$ cat config.mk
export PLATFORM = sky130hd
export DESIGN_NAME = ps2_key_ctrl
export DESIGN_NICKNAME = d
export VERILOG_FILES = /design/src/rtl/ps2_key_ctrl.sv
export SDC_FILE = /design/constraint.sdc
export NUM_CORES = 1
export LEC_CHECK = 0
export BUFFER_PORTS_ARGS = -buffer_cell sky130_fd_sc_hd__buf_2
export CORE_MARGIN = 2
export CORE_UTILIZATION = 30
export DETAILED_ROUTE_END_ITERATION = 10
export GPL_ROUTABILITY_DRIVEN = 1
export PLACE_DENSITY_LB_ADDON = 0.1
export SETUP_SLACK_MARGIN = 0.4
export SLEW_MARGIN = 10
export SYNTH_ARGS = -nofsm -noshare
export SYNTH_HDL_FRONTEND = slang
export SYNTH_SLANG_ARGS = --single-unit
export TNS_END_PERCENT = 20
$ cat constraint.sdc
create_clock -name i_clk -period 3.38 [get_ports i_clk]
set_input_delay 0.169 -clock i_clk [delete_from_list [all_inputs] [get_ports i_clk]]
set_output_delay 0.169 -clock i_clk [all_outputs]
set_load 0.02 [all_outputs]
$ cat src/rtl/ps2_key_ctrl.sv
// PS/2 scan-code sequencer: assembles {prefix, code} key events, tracks modifiers, queues events in a FIFO.
// Optional macro PS2_KEY_CTRL_REPEAT_FILTER_EN drops typematic repeats of the last held make.
module ps2_key_ctrl #(
  parameter int FIFO_DEPTH = 8,
  parameter int CNT_W      = $clog2(FIFO_DEPTH) + 1
) (
  input  logic             i_clk,
  input  logic             i_rst,
  input  logic [7:0]       i_data,
  input  logic             i_valid,
  input  logic             i_err,
  output logic [15:0]      o_key,
  output logic             o_brk,
  output logic             o_valid,
  input  logic             i_ready,
  output logic [CNT_W-1:0] o_count,
  output logic             o_ovf,
  output logic             o_ctrl,
  output logic             o_shft,
  output logic             o_alt,
  output logic             o_cslk
);

  localparam int PTR_W = $clog2(FIFO_DEPTH);

  typedef enum logic [2:0] {
    S_IDLE    = 3'd0,
    S_EXT     = 3'd1,
    S_BRK     = 3'd2,
    S_EXT_BRK = 3'd3,
    S_PAUSE   = 3'd4
  } state_t;

  state_t            r_state;
  state_t            w_state_nx;
  logic [2:0]        r_skip;
  logic [2:0]        w_skip_nx;
  logic              w_emit;
  logic [15:0]       w_code;
  logic              w_brk;
  logic              w_fake;
  logic              w_emit_ok;
  logic              w_rep;
  logic              w_push_req;
  logic              w_push;
  logic              w_pop;
  logic              w_full;
  logic [16:0]       r_mem [FIFO_DEPTH];
  logic [PTR_W-1:0]  r_wr;
  logic [PTR_W-1:0]  r_rd;
  logic [CNT_W-1:0]  r_count;
  logic              r_ovf;
  logic              r_ctrl;
  logic              r_shft;
  logic              r_alt;
  logic              r_cslk;

  // State and skip-counter register
  always_ff @(posedge i_clk or posedge i_rst) begin
    if (i_rst) begin
      r_state <= S_IDLE;
      r_skip  <= 3'd0;
    end else begin
      r_state <= w_state_nx;
      r_skip  <= w_skip_nx;
    end
  end

  // Next-state and event decode; a receiver error abandons any partial sequence
  always_comb begin
    w_state_nx = r_state;
    w_skip_nx  = r_skip;
    w_emit     = 1'b0;
    w_code     = 16'h0000;
    w_brk      = 1'b0;
    if (i_err) begin
      w_state_nx = S_IDLE;
      w_skip_nx  = 3'd0;
    end else if (i_valid) begin
      case (r_state)
        S_IDLE: begin
          case (i_data)
            8'he0: w_state_nx = S_EXT;
            8'hf0: w_state_nx = S_BRK;
            8'he1: begin
              w_state_nx = S_PAUSE;
              w_skip_nx  = 3'd7;
            end
            8'h00, 8'haa, 8'hee, 8'hfa, 8'hfe, 8'hff: w_state_nx = S_IDLE;
            default: begin
              w_emit = 1'b1;
              w_code = {8'h00, i_data};
            end
          endcase
        end
        S_EXT: begin
          if (i_data == 8'hf0) begin
            w_state_nx = S_EXT_BRK;
          end else begin
            w_emit     = 1'b1;
            w_code     = {8'he0, i_data};
            w_state_nx = S_IDLE;
          end
        end
        S_BRK: begin
          w_emit     = 1'b1;
          w_brk      = 1'b1;
          w_code     = {8'h00, i_data};
          w_state_nx = S_IDLE;
        end
        S_EXT_BRK: begin
          w_emit     = 1'b1;
          w_brk      = 1'b1;
          w_code     = {8'he0, i_data};
          w_state_nx = S_IDLE;
        end
        S_PAUSE: begin
          if (r_skip <= 3'd1) begin
            w_emit     = 1'b1;
            w_code     = 16'he177;
            w_skip_nx  = 3'd0;
            w_state_nx = S_IDLE;
          end else begin
            w_skip_nx = r_skip - 3'd1;
          end
        end
        default: begin
          w_state_nx = S_IDLE;
          w_skip_nx  = 3'd0;
        end
      endcase
    end else begin
      w_state_nx = r_state;
    end
  end

  // Fake shifts surround PRINT SCREEN and friends; they never reach the modifiers or the FIFO
  assign w_fake    = (w_code == 16'he012) || (w_code == 16'he059);
  assign w_emit_ok = w_emit && !w_fake;

`ifdef PS2_KEY_CTRL_REPEAT_FILTER_EN
  logic [15:0] r_last;

  assign w_rep = w_emit_ok && !w_brk && (w_code == r_last);

  // Last-held make tracker for typematic repeat suppression
  always_ff @(posedge i_clk or posedge i_rst) begin
    if (i_rst) begin
      r_last <= 16'h0000;
    end else if (w_push && !w_brk) begin
      r_last <= w_code;
    end else if (w_emit_ok && w_brk && (w_code == r_last)) begin
      r_last <= 16'h0000;
    end else begin
      r_last <= r_last;
    end
  end
`else
  assign w_rep = 1'b0;
`endif

  assign w_push_req = w_emit_ok && !w_rep;
  assign w_full     = (r_count == CNT_W'(FIFO_DEPTH));
  assign w_pop      = o_valid && i_ready;
  assign w_push     = w_push_req && (!w_full || w_pop);

  // Modifier tracking, independent of whether the FIFO accepts the event
  always_ff @(posedge i_clk or posedge i_rst) begin
    if (i_rst) begin
      r_ctrl <= 1'b0;
      r_shft <= 1'b0;
      r_alt  <= 1'b0;
      r_cslk <= 1'b0;
    end else if (w_emit_ok) begin
      if ((w_code == 16'h0014) || (w_code == 16'he014)) r_ctrl <= !w_brk;
      if ((w_code == 16'h0012) || (w_code == 16'h0059)) r_shft <= !w_brk;
      if ((w_code == 16'h0011) || (w_code == 16'he011)) r_alt  <= !w_brk;
      if ((w_code == 16'h0058) && !w_brk && !w_rep)     r_cslk <= !r_cslk;
    end else begin
      r_cslk <= r_cslk;
    end
  end

  // Event FIFO storage, pointers, occupancy and overflow pulse
  always_ff @(posedge i_clk or posedge i_rst) begin
    if (i_rst) begin
      for (int i = 0; i < FIFO_DEPTH; i++) r_mem[i] <= 17'h00000;
      r_wr    <= '0;
      r_rd    <= '0;
      r_count <= '0;
      r_ovf   <= 1'b0;
    end else begin
      r_ovf <= w_push_req && w_full && !w_pop;
      if (w_push) begin
        r_mem[r_wr] <= {w_brk, w_code};
        r_wr        <= r_wr + PTR_W'(1);
      end
      if (w_pop) begin
        r_rd <= r_rd + PTR_W'(1);
      end
      case ({w_push, w_pop})
        2'b10:   r_count <= r_count + CNT_W'(1);
        2'b01:   r_count <= r_count - CNT_W'(1);
        default: r_count <= r_count;
      endcase
    end
  end

  assign o_key   = r_mem[r_rd][15:0];
  assign o_brk   = r_mem[r_rd][16];
  assign o_valid = (r_count != '0);
  assign o_count = r_count;
  assign o_ovf   = r_ovf;
  assign o_ctrl  = r_ctrl;
  assign o_shft  = r_shft;
  assign o_alt   = r_alt;
  assign o_cslk  = r_cslk;

endmodule

# Word-level counts from Yosys, hierarchy flattened
# Cells that the tools add are included.
# Widths: inputs -> output; s select.
dict set report word_totals {
  ff_bits 157
  latch_bits 0
  ramBits 0
  rom_bits 0
  in_bits 13
  output_inout_bits 27
  wordCells 122
  n_memories 0
}
dict set report op_classes {
  addsub 5
  n_mul 0
  div_mod_pow 0
  order_cmp 4
  n_eq_ne 28
  n_shift 0
  n_mux 33
  bitwise_logic 2
  reduce_logical 32
}
# operator n
set ops {}
lappend ops {{$bwmux 136} 1}
lappend ops {{$pmux 16 s5} 1}
lappend ops {{$eq 16x16->1 const B} 4}
lappend ops {{$eq 8x8->1 const B} 8}
lappend ops {{$mux 16} 4}
lappend ops {{$bmux 17 s3} 1}
lappend ops {{$demux 17 s3} 1}
lappend ops {{$mux 17} 3}
lappend ops {{$eq 16x5->1 const B} 3}
lappend ops {{$eq 16x7->1 const B} 2}
lappend ops {{$mux 3} 7}
lappend ops {{$pmux 3 s3} 2}
lappend ops {{$pmux 3 s4} 1}
lappend ops {{$reduce_or 9->1} 1}
lappend ops {{$ge 4x4->1 const B} 2}
lappend ops {{$logic_not 8->1} 1}
lappend ops {{$mux 1} 8}
lappend ops {{$mux 8} 1}
lappend ops {{$not 3->4} 2}
lappend ops {{$pmux 4 s2} 1}
lappend ops {{$reduce_and 2->1} 4}
lappend ops {{$logic_and 1x1->1} 7}
lappend ops {{$add 3x1->3 const B} 2}
lappend ops {{$eq 3x2->1 const B} 2}
lappend ops {{25 further kinds} 35}

# Depth between registers and ports, before layout
# Gate-level depths: netlist of run 1.
dict set report logic_depth {
  ltp_word 13
  depth_mapped 17
}

# Worst setup path before layout of run 1
# OpenSTA, ideal clock, no wires.
dict set report synth_timing {
  path_type {reg-to-reg}
  startpoint {register r_skip[0]}
  endpoint {register r_count[3], in the netlist o_count[3]}
  arrival_time_ps 3522
  required_time_ps 3254
  path_slack_ps -269
  stages_incl_launch_ff 17
  synth_period_minus_slack_ps 3649
  cell_sequence {dfrtp_1 ha_1 o21bai_1 a21o_1 a2111o_1 or2_1 or4_4 nand2_1 nand2_1 inv_1 ha_1 a21o_1 a21oi_1 nor2_1 a21oi_1 nor2_1 a311o_1}
}
dict set report synth_via {
  elab_chain_len 12
  word_cells_on_any_way 19
}
# element line_no
set synth_rtl {}
lappend synth_rtl {{start, declared} 36} ;# logic [2:0] r_skip;
lappend synth_rtl {{start signal, assigned} 65} ;# r_skip <= w_skip_nx;
lappend synth_rtl {{$le 3x1->1 *} 118} ;# if (r_skip <= 3'd1) begin
lappend synth_rtl {{$mux 16} 118}
lappend synth_rtl {{$pmux 16 s5} 80} ;# case (r_state)
lappend synth_rtl {{$mux 16} 79} ;# end else if (i_valid) begin
lappend synth_rtl {{$mux 16} 76} ;# if (i_err) begin
lappend synth_rtl {{$eq 16x16->1} 138} ;# assign w_fake = (w_code == 16'he012) || (w_code == 16'he059);
lappend synth_rtl {{$logic_or 1x1->1} 138}
lappend synth_rtl {{$logic_not 1->1} 139} ;# assign w_emit_ok = w_emit && !w_fake;
lappend synth_rtl {{$logic_and 1x1->1 *} 139}
lappend synth_rtl {{$logic_and 1x1->1 *} 165} ;# assign w_push = w_push_req && (!w_full || w_pop);
lappend synth_rtl {{$eq 2x1->1 or $eq 2x2->1 (tied branches)} 201} ;# case ({w_push, w_pop})
lappend synth_rtl {{$pmux 4 s2 or $reduce_bool 2->1 (tied branches)} --}
lappend synth_rtl {{end signal, assigned} 202} ;# 2'b10: r_count <= r_count + CNT_W'(1);
lappend synth_rtl {{end signal, assigned} 203} ;# 2'b01: r_count <= r_count - CNT_W'(1);
lappend synth_rtl {{end signal, assigned} 204} ;# default: r_count <= r_count;
lappend synth_rtl {{end, declared} 51} ;# logic [CNT_W-1:0] r_count;
# Every way passes the cells marked *; elsewhere a longest branch is shown, timed or not.
# A chain may end at the register's enable or synchronous reset.

# Worst setup path after layout of run 1
# Ends and elaborated chain as after synthesis.

==> impl_results.md, run 1 <==
- Status: finished, final reports clean
- Die Height: 142 um
- Die width: 142 um
- Max-Cap Viols: 0
- DPL Wire Length: 9.25 mm
- Met1 wire length: 6.89 mm
- Mapped Avg Cell Area: 13.2 um2
- # hold bufs at CTS: 0
- Final setup vio count: 0
- Vias in the first global route: 4069
- TritonCTS clock tree: done
- Crit. Startpoint: r_skip[0]
- Critical-path cell list: ha_2 -> o21bai_4 -> a21o_1 -> a2111o_1 -> or2_1 -> or4_4 -> nand2_4 -> nand2_2 -> inv_2 -> ha_4 -> a21o_1 -> a21oi_4 -> buf_4 -> or3_1 -> a311o_1
- Fin. Hold Viols: 0
- Top layer in use: met4
- I/O pin total: 40
- Residual DRC count: 0
- Initial antenna violation count: 0
- Worst-case vdd ir drop: 0.403 mV
- Vias per cell: 5.07
- Crit Path Class: flip-flop to flip-flop
- Fin. max-slew vios: 0
- Commonest non-fill, non-tap cell in the layout: dfrtp_1
- CP endpoint kind: flip-flop
- Routed vias: 3784
- Antenna diode count: 0
- Slowest CP cell: or4_4
- Initial DRC count: 182
- Met3 WL: 456 um
- Layout Utilization: 38.1%
- Flops & latches, synth: 109
- Metal2 WL: 6.88 mm
- Fin crit period: 3.37 ns
- Gr usage total: 14.9%
- Synthesis-to-finish area growth: 24.3%
- Seq/Total Area, Yosys: 47.5%
- Synth cell types: 60
- Global-route wire length before repair: 23.0 mm
- Core area: 18800 um2
- Port Buf Inserts: 35
- Max_slew headroom: 27.3%
- CP bufs+invs: 2
- Placer congestion estimate: 0.779
- Largest net degree at the start of global routing: 64
- Clock Root Buffer: clkbuf_16
- Gr ovfl total: 0
- Initial Util: 30.6%
- RR Startpoint: r_skip[0]
- Worst path max stage delay: 0.45 ns
- Mapped cell area: 5750 um2
- Startpoint Class: flip-flop
- Number of synthesized flops with an enable pin: 0
- WP data required: 3.62 ns
- Layout Nets: 527
- Skew final: 0.0112 ns
- Hold crit path type: input port to asynchronous set/reset pin
- Maximum operating frequency: 0.297 GHz
- Wire per inst: 19.4 um
- Filler Cells Inserted: 1818
- Pre-CTS setup slack: -0.0817 ns
- Syn. warnings: 0
- Clk_lat worst skew: 0.36 ns
- Clock buffer depth: 2
- CTS Sinks: 109
- Mapped Cells: 437
- Share of layout cells above drive strength 1: 50.8%
- Worst-path clk slew: 0.08 ns
- Most frequent cells in the layout: dfrtp_1 (109), mux2_2 (57), mux2_4 (45), buf_4 (38), buf_2 (35)
- Post-route ant nets: 0
- Unrepaired setup endpoints after global routing: yes
- TNS Setup: 0 ns
- Tightest Pin Transition: 1.09 ns
- Final Cycle Share: 99.7%
- Die ar.: 20300 um2
- Dominant synthesized flop cell: dfrtp_1
- Post-route insts no fill: 746
- Crit-path max FO: 4
- Worst setup margin: 0.00974 ns
- PD cells: 673 nW/um2
- Leak Pwr: 3.28 nW
- CP delay by family, top: compound AO/OA/AOI/OAI gates
- CTS buffer count: 9
- Crit path top cell by count: a21o_1
- WHS: 0.0598 ns
- Async SR Flop Fraction: 100%
- Worst Path Arrival: 3.61 ns
- WL final: 14.4 mm
- First-pass iteration count of the detailed router: 4
- FP Rows: 50
- Placed insts: 721
- H-tree depth: 3
final timing paths:
path,endpoint,depth (start not counted),slack [ns]
worst min-delay path,r_mem[75],2,0.06
worst min register to register,o_cslk,1,0.48
max in group asynchronous,r_mem[86],3,2.47
min in group i_clk,r_skip[0],2,0.07
worst max register to register,o_count[3],15,0.01
worst max-delay path,o_count[3],15,0.01
worst register-to-register path, stage by stage, from the launching register on:
cell and delay [ns]:
dfrtp_1 0.39, ha_2 0.18, o21bai_4 0.16, a21o_1 0.17, a2111o_1 0.39, or2_1 0.24, or4_4 0.45, nand2_4 0.08
nand2_2 0.05, inv_2 0.07, ha_4 0.12, a21o_1 0.14, a21oi_4 0.07, buf_4 0.13, or3_1 0.31, a311o_1 0.31
registers in the layout, summed over array words and instances, names as in the netlist:
signal and cells:
o_count 4, o_cslk 1, o_ovf 1, r_state 3, r_skip 3, o_shft 1, r_rd 3, r_wr 3
o_alt 1, r_mem 88, o_ctrl 1
kinds of logic after synthesis:
logic type	after synthesis	synth area share [%]
mux	128	30.6
fa+ha+maj	7	1.65
xor+xnor	8	1.22
buf+inv	39	3.46
simple gates	98	10.0
flops	109	47.5
compound gates	47	5.49
other cells	1	0.0653
metrics by stage:
stage | power (mW) | cell area, um2
6_report | 4.81 | 7140
5_1_grt | 5.11 | 7140
4_1_cts | 4.77 | 6940
3_5_place_dp | 3.56 | 6460
3_3_place_gp | 3.52 | 6460
2_1_floorplan | 3.10 | 5770
report_power, final:
group          internal, mW  leakage (nW)  switching, mW
Clock                 0.609         0.152          0.514
Sequential             1.66          1.48          0.374
Combinational         0.969          1.65          0.681
Total                  3.24          3.28           1.57
synthesized netlist by cell type (3+ instances only):
| library cell | n | area [um2] |
|---|---|---|
| dfrtp_1 | 109 | 2730 |
| mux2_2 | 80 | 901 |
| nor2_1 | 23 | 86.3 |
| mux4_2 | 22 | 495 |
| mux2_4 | 20 | 300 |
| nand2_1 | 17 | 63.8 |
| a21oi_1 | 13 | 65.1 |
| o21ai_0 | 11 | 55.1 |
| buf_2 | 9 | 45.0 |
| clkbuf_1 | 9 | 33.8 |
| inv_1 | 9 | 33.8 |
| xnor2_1 | 8 | 70.1 |
| buf_4 | 7 | 52.6 |
| nand3_1 | 7 | 35.0 |
| ha_1 | 6 | 75.1 |
| nand4_1 | 6 | 37.5 |
| nor2b_1 | 6 | 37.5 |
| nor3_1 | 6 | 30.0 |
| a21o_1 | 5 | 37.5 |
| and3_1 | 4 | 25.0 |
| or3_1 | 4 | 25.0 |
| buf_1 | 3 | 11.3 |
| mux2_1 | 3 | 33.8 |
| mux2i_1 | 3 | 30.0 |
| nor4b_2 | 3 | 45.0 |
| o211ai_1 | 3 | 22.5 |
routing by layer:
metal | up-vias | GRT usage (%)
met4 | 0 | 3.02
met5 | - | 0
li1 | 1738 | -
met3 | 14 | 3.97
met1 | 1970 | 19.6
met2 | 62 | 24.8
what timing repair did:
item / CTS / global route
setup buffers: 4 / 2
cloned: 1 / 2
endpoints found under the setup margin: 86 / 93
endpoints found under the hold margin: 0 / 0
resized for setup: 25 / 36
pin swaps: 6 / 11
cell type report:
cell class	instances	area [um2]	area share, %
well taps	234	293	4.10
repair buffers	85	662	9.27
flip-flops and latches	109	2730	38.2
inverters	9	37.5	0.525
clock inverters	6	75.1	1.05
clock buffers	10	239	3.35
multi-input cells	293	3110	43.5
(Power assumes the default switching activity.)
==> run 2, diff against run 1 <==
--- a/config.mk
+++ b/config.mk
@@ -12,2 +12,3 @@
 export GPL_ROUTABILITY_DRIVEN = 1
+export MAX_ROUTING_LAYER = met4
 export PLACE_DENSITY_LB_ADDON = 0.1
==> constraint.sdc (replaced) <==
create_clock -name i_clk -period 3.38 [get_ports i_clk]
set_input_delay 0.338 -clock i_clk [delete_from_list [all_inputs] [get_ports i_clk]]
set_output_delay 0.338 -clock i_clk [all_outputs]
set_load 0.02 [all_outputs]
==> run 2 against run 1 <==
  * Global-route usage grew 0.90 points
  * Critical path depth increased by 1
  * Fmax increased by 0.71%
  * Hold slack better by 0.029 ns
  * Die area stayed put
  * Flip-flop and latch count unchanged
  * Wire length is 1.2% higher
  * Total power fell by 0.15%
  * Combinational power about the same
  * Final cell count up 1.1%
  * Final area rose by 0.32%
  * Clock power hardly changed
  * Largest cell class unchanged
==> impl_results.md, run 2 (synthesis results as in run 1) <==
- Status: finished, final reports clean
- Register name with the most flops: r_mem
- Fin crit period: 3.35 ns (-0.0236 ns)
- Pint: 3.22 mW (-0.41%)
- Layout Utilization: 38.2% (+0.12 points)
- Maximum operating frequency: 0.299 GHz (+0.71%)
- Max-Cap Viols: 0 (unchanged)
- Crit-path max FO: 5 (+1)
- Post-place instance area: 6520 um2 (+1.0%)
- Gr ovfl total: 0 (unchanged)
- Clk pwr share: 23.4% (about the same)
- H-tree depth: 3 (unchanged)
- Fin. Hold Viols: 0 (unchanged)
- Slowest CP cell: or4_4
- Vias per cell: 5.10 (+0.56%)
- Initial antenna violation count: 0 (unchanged)
- Clock buffer depth: 2 (unchanged)
- First-pass iteration count of the detailed router: 4 (unchanged)
- Share of layout cells above drive strength 1: 51.3% (+0.56 points)
- Commonest non-fill, non-tap cell in the layout: dfrtp_1
- # hold bufs at CTS: 0 (unchanged)
- Tightest Pin Transition: 0.882 ns (-0.206 ns)
- Core area: 18800 um2 (unchanged)
- Max reg flops: 88 (unchanged)
- Net Sw Frac: 32.8% (+0.17 points)
- Clock Root Buffer: clkbuf_16
- Post-route ant nets: 0 (unchanged)
- Critical-path cell list: ha_2 -> o21bai_4 -> a21o_1 -> a2111o_1 -> or2_1 -> or4_4 -> nand2_4 -> nand2_4 -> inv_4 -> ha_4 -> a21o_1 -> a21oi_4 -> nor2_2 -> a21oi_2 -> nor2_1 -> a311o_1
- Worst Path Arrival: 3.59 ns (-0.02 ns)
- DPL Wire Length: 9.54 mm (+3.2%)
- Startpoint Class: flip-flop
- Initial Util: 30.6% (unchanged)
- Routed vias: 3846 (+1.6%)
- Total power: 4.80 mW (-0.15%)
- Port Buf Inserts: 35 (unchanged)
- Die width: 142 um (unchanged)
- Die ar.: 20300 um2 (unchanged)
- Placer congestion estimate: 0.833 (+6.9%)
- I/O pin total: 40 (unchanged)
- Layout Nets: 535 (+1.5%)
- TritonCTS clock tree: done
- Fin area: 7170 um2 (+0.32%)
- Combinational cell fraction of total power: 34.4% (about the same)
- Largest net degree at the start of global routing: 50 (-22%)
- Leak Pwr: 3.31 nW (+0.99%)
- Synthesis-to-finish area growth: 24.7%
- Final Cycle Share: 99.0% (-0.70 points)
- Max_slew headroom: 41.2% (+14 points)
- Vias in the first global route: 4061 (-0.20%)
- CTS buffer count: 9 (unchanged)
- PD cells: 670 nW/um2 (-0.47%)
- Die Height: 142 um (unchanged)
- Global-route wire length before repair: 23.4 mm (+1.7%)
- Hold crit path type: input port to asynchronous set/reset pin
- Worst-path clk slew: 0.08 ns (about the same)
- Antenna diode count: 0 (unchanged)
- Worst path max stage delay: 0.46 ns (about the same)
- Net Sw Power: 1.57 mW (+0.38%)
- Filler Cells Inserted: 1828 (+0.55%)
- WP data required: 3.63 ns (about the same)
- Most frequent cells in the layout: dfrtp_1 (109), mux2_2 (76), buf_4 (42), buf_2 (35), mux2_4 (24)
- Worst-case vdd ir drop: 0.265 mV (-34%)
- Crit Path Class: flip-flop to flip-flop
- Residual DRC count: 0 (unchanged)
- WL final: 14.6 mm (+1.2%)
- Fin. max-slew vios: 0 (unchanged)
- Unrepaired setup endpoints after global routing: yes
- Gr usage total: 15.8% (+0.90 points)
- CP endpoint kind: flip-flop
- Wire per inst: 19.4 um (+0.11%)
- Skew final: 0.00827 ns (-0.00288 ns)
- Initial DRC count: 164 (-9.9%)
- Clk_lat worst skew: 0.36 ns (about the same)
- Final setup vio count: 0 (unchanged)
- FP Rows: 50 (unchanged)
- CTS Sinks: 109 (unchanged)
- Reg power frac: 42.1% (-0.2 points)
## run 2: cell count changes in the layout (fill, tap and decap cells not counted), sizes merged
cell / before / now
buf: 84 / 93
inv: 12 / 10
and4b: 4 / 3
clkbuf: 11 / 12
clkinv: 0 / 1
## run 2: worst paths after layout
path	slack (ns)	from	to	depth (start not counted)
worst max-delay path	0.03	r_skip[0]	o_count[3]	16
worst min-delay path	0.09	i_rst	r_mem[41]	2
worst max register to register	0.03	r_skip[0]	o_count[3]	16
worst min register to register	0.47	o_cslk	o_cslk	1
max in group asynchronous	2.42	i_rst	r_mem[68]	3
min in group i_clk	0.24	i_err	r_skip[0]	2
## run 2: timing repair
item,in CTS,in global routing
setup buffers,6,2
gates cloned,1,1
resized for setup,30,17
setup endpoints to repair,91,93
pin swaps,5,8
## run 2: stage by stage
step           setup TNS, ns  setup slack (ns)  cells  hold slack, ns
5_1_grt               -0.144            -0.128    754           0.157
4_1_cts                    0           0.00420    751           0.120
6_report                   0            0.0334    754          0.0892
3_3_place_gp         -0.0102           -0.0102    728           0.461
3_5_place_dp         -0.0731           -0.0731    728           0.465
2_1_floorplan        -0.0666           -0.0666    440           0.401
## run 2: layout make-up
cell class / count / area [um2] / share of cell area [%]
tap: 234 / 293 / 4.09
clock inverter: 5 / 66.3 / 0.925
clock buffer: 11 / 243 / 3.39
inverter: 9 / 40.0 / 0.559
multi-input combinational: 292 / 3040 / 42.5
timing repair buffer: 94 / 752 / 10.5
sequential: 109 / 2730 / 38.1
## run 2: worst max-delay path, delay by kind of cell, from the launching register on
family | cells | cell delay [ns]
buf+inv | 1 | 0.07
flops | 1 | 0.39
fa+ha+maj | 2 | 0.36
compound gates | 7 | 1.48
simple gates | 6 | 0.94
## run 2: power groups by stage
stage / sequential, mW / clock [mW] / combinational, mW
after CTS: 2.02 / 1.16 / 1.62
after floorplan: 1.85 / 0 / 1.24
final: 2.02 / 1.12 / 1.65
after detailed placement: 2.02 / 0 / 1.56
after global routing: 2.08 / 1.21 / 1.79
after global placement: 2.01 / 0 / 1.54
## run 2: routing by layer
layer / up-vias / global-route usage (%) / wire [um]
li1: 1756 / - / -
met1: 2006 / 20.3 / 6820
met2: 66 / 25.6 / 7150
met3: 18 / 2.89 / 382
met4: 0 / 4.69 / 256
met5: - / - / 0
